--- config.mk ---
export PLATFORM = sky130hd
export DESIGN_NAME = mem_access_unit
export DESIGN_NICKNAME = d
export VERILOG_FILES = /design/src/rtl/mem_access_unit.sv
export SDC_FILE = /design/constraint.sdc
export NUM_CORES = 1
export LEC_CHECK = 0
export ABC_AREA = 0
export BUFFER_PORTS_ARGS = -buffer_cell sky130_fd_sc_hd__buf_2
export CAP_MARGIN = 20
export CORE_MARGIN = 4
export CORE_UTILIZATION = 46
export CTS_BUF_LIST = sky130_fd_sc_hd__clkbuf_8
export DETAILED_ROUTE_END_ITERATION = 7
export HOLD_SLACK_MARGIN = 0.06
export PLACE_DENSITY = 0.82
export SKIP_LAST_GASP = 1
export SYNTH_ARGS = -nofsm -noshare
export SYNTH_HDL_FRONTEND = slang
export SYNTH_SLANG_ARGS = --single-unit
--- constraint.sdc ---
create_clock -name clk -period 2.26 [get_ports clk]
set_clock_uncertainty 0.15 [all_clocks]
set_input_delay 0.565 -clock clk [delete_from_list [all_inputs] [get_ports clk]]
set_output_delay 0.565 -clock clk [all_outputs]
set_load 0.05 [all_outputs]
--- src/rtl/mem_access_unit.sv ---
// MEM-stage load/store initiator driving the data cache strobe interface.
// Optional alignment/range faulting is enabled by defining MAU_ALIGN_CHECK_EN.
module mem_access_unit #(
  parameter int N          = 32,
  parameter int ADDR_WIDTH = 12,
  parameter int LATENCY    = 1
) (
  input  logic         clk,
  input  logic         rst_n,
  input  logic         req_valid,
  output logic         req_ready,
  input  logic         req_write,
  input  logic         req_byte,
  input  logic [N-1:0] req_addr,
  input  logic [N-1:0] req_wdata,
  output logic         resp_valid,
  output logic [N-1:0] resp_rdata,
  output logic         resp_fault,
  output logic         stall,
  output logic [N-1:0] data_address,
  output logic [N-1:0] in_data,
  input  logic [N-1:0] out_data,
  output logic         read_enable,
  output logic         write_enable,
  output logic         isByte
);

  typedef enum logic [2:0] {
    IDLE, SETUP, STROBE, WAIT, DONE
  } state_t;

`ifdef MAU_ALIGN_CHECK_EN
  localparam bit CHK_EN = 1'b1;
`else
  localparam bit CHK_EN = 1'b0;
`endif

  localparam logic [ADDR_WIDTH-1:0] ADDR_TOP =
    {ADDR_WIDTH{1'b1}} - ADDR_WIDTH'(3);
  localparam logic [3:0] LAT_M1 = 4'(LATENCY - 1);

  state_t       state_q, state_d;
  logic [3:0]   cnt_q, cnt_d;
  logic         wr_q, wr_d;
  logic         req_ready_q, req_ready_d;
  logic         resp_valid_q, resp_valid_d;
  logic [N-1:0] resp_rdata_q, resp_rdata_d;
  logic         resp_fault_q, resp_fault_d;
  logic         stall_q, stall_d;
  logic [N-1:0] data_address_q, data_address_d;
  logic [N-1:0] in_data_q, in_data_d;
  logic         read_enable_q, read_enable_d;
  logic         write_enable_q, write_enable_d;
  logic         is_byte_q, is_byte_d;
  logic         fault;

  // Word accesses that are misaligned or would wrap past the top of memory.
  assign fault = CHK_EN & ~req_byte &
    ((req_addr[1:0] != 2'b00) |
     (req_addr[ADDR_WIDTH-1:0] > ADDR_TOP));

  always_comb begin
    state_d        = state_q;
    cnt_d          = cnt_q;
    wr_d           = wr_q;
    data_address_d = data_address_q;
    in_data_d      = in_data_q;
    is_byte_d      = is_byte_q;
    resp_valid_d   = 1'b0;
    resp_rdata_d   = '0;
    resp_fault_d   = 1'b0;
    read_enable_d  = 1'b0;
    write_enable_d = 1'b0;
    unique case (state_q)
      IDLE: begin
        if (req_valid && req_ready_q) begin
          if (fault) begin
            state_d      = DONE;
            resp_valid_d = 1'b1;
            resp_fault_d = 1'b1;
          end else begin
            state_d        = SETUP;
            wr_d           = req_write;
            is_byte_d      = req_byte;
            data_address_d = req_addr;
            in_data_d      = req_byte ?
              {{(N-8){1'b0}}, req_wdata[7:0]} : req_wdata;
          end
        end
      end
      SETUP: begin
        state_d        = STROBE;
        read_enable_d  = ~wr_q;
        write_enable_d = wr_q;
      end
      STROBE: begin
        state_d = WAIT;
        cnt_d   = LAT_M1;
      end
      WAIT: begin
        if (cnt_q == 4'd0) begin
          state_d        = DONE;
          resp_valid_d   = 1'b1;
          data_address_d = '0;
          in_data_d      = '0;
          is_byte_d      = 1'b0;
          // Only the low byte is trusted on byte reads.
          if (!wr_q)
            resp_rdata_d = is_byte_q ?
              {{(N-8){1'b0}}, out_data[7:0]} : out_data;
        end else begin
          cnt_d = cnt_q - 4'd1;
        end
      end
      DONE: state_d = IDLE;
      default: state_d = IDLE;
    endcase
    req_ready_d = (state_d == IDLE);
    stall_d     = (state_d != IDLE);
  end

  always_ff @(posedge clk) begin
    if (!rst_n) begin
      state_q        <= IDLE;
      cnt_q          <= '0;
      wr_q           <= 1'b0;
      req_ready_q    <= 1'b1;
      resp_valid_q   <= 1'b0;
      resp_rdata_q   <= '0;
      resp_fault_q   <= 1'b0;
      stall_q        <= 1'b0;
      data_address_q <= '0;
      in_data_q      <= '0;
      read_enable_q  <= 1'b0;
      write_enable_q <= 1'b0;
      is_byte_q      <= 1'b0;
    end else begin
      state_q        <= state_d;
      cnt_q          <= cnt_d;
      wr_q           <= wr_d;
      req_ready_q    <= req_ready_d;
      resp_valid_q   <= resp_valid_d;
      resp_rdata_q   <= resp_rdata_d;
      resp_fault_q   <= resp_fault_d;
      stall_q        <= stall_d;
      data_address_q <= data_address_d;
      in_data_q      <= in_data_d;
      read_enable_q  <= read_enable_d;
      write_enable_q <= write_enable_d;
      is_byte_q      <= is_byte_d;
    end
  end

  assign req_ready    = req_ready_q;
  assign resp_valid   = resp_valid_q;
  assign resp_rdata   = resp_rdata_q;
  assign resp_fault   = resp_fault_q;
  assign stall        = stall_q;
  assign data_address = data_address_q;
  assign in_data      = in_data_q;
  assign read_enable  = read_enable_q;
  assign write_enable = write_enable_q;
  assign isByte       = is_byte_q;

endmodule
==> results.yml <==
sta:
  drv_slew: 0
  rsz0062_at_grt: "no"
  worst_slack_ns: 0.4254
  finalCritPeriodShare: 0.8118
  finalHoldViolCount: 0
  setup_viol: 0
  setup_tns_ns: 0
  fmax_ghz: 0.5451
  hold_ws_ns: 0.2454
  timing.final.crit_period_ns: 1.835
clocking:
  clk_pin_slew_ns: 0.11
  clk_latency_ns: 0.36
  clock_path_buffers: 2
  cts.sinks: 110
  cts_tree: "yes"
  postCtsSetupRepairBufs: 0
  cts_hold_buf: 0
  cts_made_buffers: 9
  cts_root_buffer: "clkbuf_8"
  htree_num_levels: 3
  cts_resized: 0
global_route:
  antenna_found_initial: 0
  grt_overflow: 0
  grt_pass1_vias: 3440
  grt_max_degree: 108
  grtUsageTotal: 0.1935
  grt_first_pass_wirelength_um: 15700
place:
  place_ws_ns: 0.3896
  port_buffers: 202
  dp_cells: 705
  place_congestion: 0.7698
  dp_hpwl_um: 7179
setup_path:
  path_cells: "and4bb_1 > nand2_2 > nand2_1 > buf_4 > o21ai_0"
  crit_arrival_ns: 1.91
  crit_path_start_kind: "flop"
  critical_path.top_delay_family: "flip-flops"
  rr_startpoint: "state_q[0]$_SDFF_PN0_"
  path_buf_inv: 1
  cp_max_fo: 40
  cp-end-kind: "flop"
  cp_data_required_time_ns: 2.34
  startpoint: "state_q[0]$_SDFF_PN0_"
  critPathMaxStageDelay_ns: 0.56
  path_class: "flop to flop"
  crit_path_top_delay_cell: "dfxtp_1"
logic_synthesis:
  ys_ff_latch: 110
  syn_area_per_cell_um2: 9.110
  syn_nets: 526
  synth_area_mm2: 0.003854
  synth_cells: 423
  yosys-top-cells-area: "dfxtp_1 57%, nand2_1 7.1%, o21ai_0 7.0%"
  synth_top_cell_by_area: "dfxtp_1"
  synth_warnings: 0
  synth_top_area_frac: 0.5714
  synth_cell_type_count: 32
  ys_seq_area_frac: 0.5714
finish:
  antenna_cells: 0
  drive_above_1_share: 0.3815
  areaGrowthSynthToFinish_pct: 32.14
  nets: 714
  num-fill-cells: 718
  final_cells: 721
pwr:
  peakVddDrop_mv: 0.4562
  p_total_w: 0.004509
  power_per_cell_area_mw_per_mm2: 885.5
  p_leak_nw: 2.410
drt:
  ant_nets: 0
  drt-vias-per-instance: 4.949
  drt_wl_total_um: 9888
  drt_iter0_markers: 110
  via_count: 3568
  avgRoutedWirePerCell_um: 13.71
  drc_errors: 0
  dr.pass1.iters: 5
die:
  io_pins: 204
  die_w_um: 99.53
  start_util: 0.4714
  rows: 33
  die-area_mm2: 0.009906
  core_mm2: 0.008175
  dieHeight_um: 99.53
min_path:
  hp-start: "out_data[4]"
  hold_path_class: "input pin to flop"
job:
  maxCapViolCount: 0
outcome:
  outcome: "complete, no violations"
==> kinds of logic (layout without fill, tap and decap cells) <==
kind of cell / after synthesis / after routing / synth area share
simple gates: 194 / 194 / 0.2604
flops: 110 / 110 / 0.5714
compound gates: 73 / 73 / 0.1003
buf+inv: 41 / 234 / 0.05585
fa+ha+maj: 2 / 2 / 0.006492
xor+xnor: 2 / 2 / 0.004546
other cells: 1 / 1 / 0.0009731
==> layout by cell type, fill, tap and decap left out, types with 2 or more instances in the layout <==
| cell type | count |
|---|---|
| clkinv_2 | 2 |
| o21ai_1 | 10 |
| clkinv_4 | 2 |
| nand3_1 | 44 |
| nor2_1 | 9 |
| a21oi_1 | 6 |
| inv_6 | 2 |
| ha_1 | 2 |
| buf_4 | 10 |
| inv_1 | 5 |
| o21ai_0 | 54 |
| clkbuf_8 | 10 |
| dfxtp_1 | 110 |
| buf_12 | 2 |
| nand2_1 | 73 |
| xor2_1 | 2 |
| and2_1 | 32 |
| nand4_1 | 25 |
| buf_2 | 201 |
==> power by group <==
group          leakage, nW  internal [W]  switching (W)  total [W]
Clock               0.0970      0.000440       0.000654    0.00109
Combinational         1.42      0.000310       0.000912    0.00122
Sequential           0.895       0.00210      0.0000929    0.00219
==> stage by stage <==
| stage | cell area, µm² | utilization |
|---|---|---|
| 4_1_cts | 5092 | 0.6229 |
| 3_5_place_dp | 4910 | 0.6006 |
| 5_1_grt | 5092 | 0.6229 |
| 6_report | 5092 | 0.6229 |
| 3_3_place_gp | 4910 | 0.6006 |
| 2_1_floorplan | 3854 | - |
==> cells in the mapped netlist <==
cell and number:
and4b_1 1, nand2_2 1, clkbuf_2 4, and2_1 32, a21oi_2 1, nand4bb_1 1
nand4b_2 1, o21a_1 1, nand3_1 44, a21oi_1 6, nor4_4 1, o21ai_1 10
xor2_1 2, nand4b_1 1, o21ai_0 54, inv_1 5, buf_6 4, nor3_4 1
dfxtp_1 110, nor2_1 9, nor3_1 1, and4bb_1 1, nand2_1 73, nor2b_1 1
nand2b_1 1, a211oi_4 1, ha_1 2, clkbuf_1 13, buf_4 3, conb_1 1
nand4_1 25, buf_2 12
==> layout make-up <==
| class | count | area [µm²] | area share |
|---|---|---|---|
| clock inverter | 6 | 45.04 | 0.008845 |
| tap | 105 | 131.4 | 0.02580 |
| multi-input combinational | 272 | 1436 | 0.2821 |
| clock buffer | 10 | 137.6 | 0.02703 |
| timing repair buffer | 213 | 1121 | 0.2201 |
| inverter | 5 | 18.77 | 0.003686 |
| sequential | 110 | 2202 | 0.4324 |
==> metal layers <==
metal	part of all wire	wire (µm)	GRT usage	vias to the layer above
met5	0	0	0	-
met1	0.39	3877	0.2230	1632
met4	0.022	217	0.06618	0
met2	0.51	5076	0.3476	121
met3	0.073	717	0.04839	20
li1	-	-	-	1795
==> registers in the layout, indices dropped and copies added, names as in the netlist <==
name          count
resp_rdata       32
wr_q              1
cnt_q             4
stall             1
data_address     32
write_enable      1
in_data          32
resp_valid        1
req_ready         1
isByte            1
read_enable       1
state_q           3
==> final timing paths <==
kind	end	slack, ns	cells after the start
worst min register to register	data_address[15]$_SDFFE_PN0P_	0.31	2
worst max register to register	data_address[29]$_SDFFE_PN0P_	0.43	5
worst min-delay path	resp_rdata[4]$_SDFF_PP0_	0.25	2
worst max-delay path	data_address[29]$_SDFFE_PN0P_	0.43	5
==> worst register-to-register path, cell delays in order (launching register included) <==
cell      delay [ns]
dfxtp_1         0.56
and4bb_1        0.31
nand2_2         0.12
nand2_1         0.08
buf_4           0.31
o21ai_0         0.18
No activity file was read; power rests on OpenSTA's default activity.
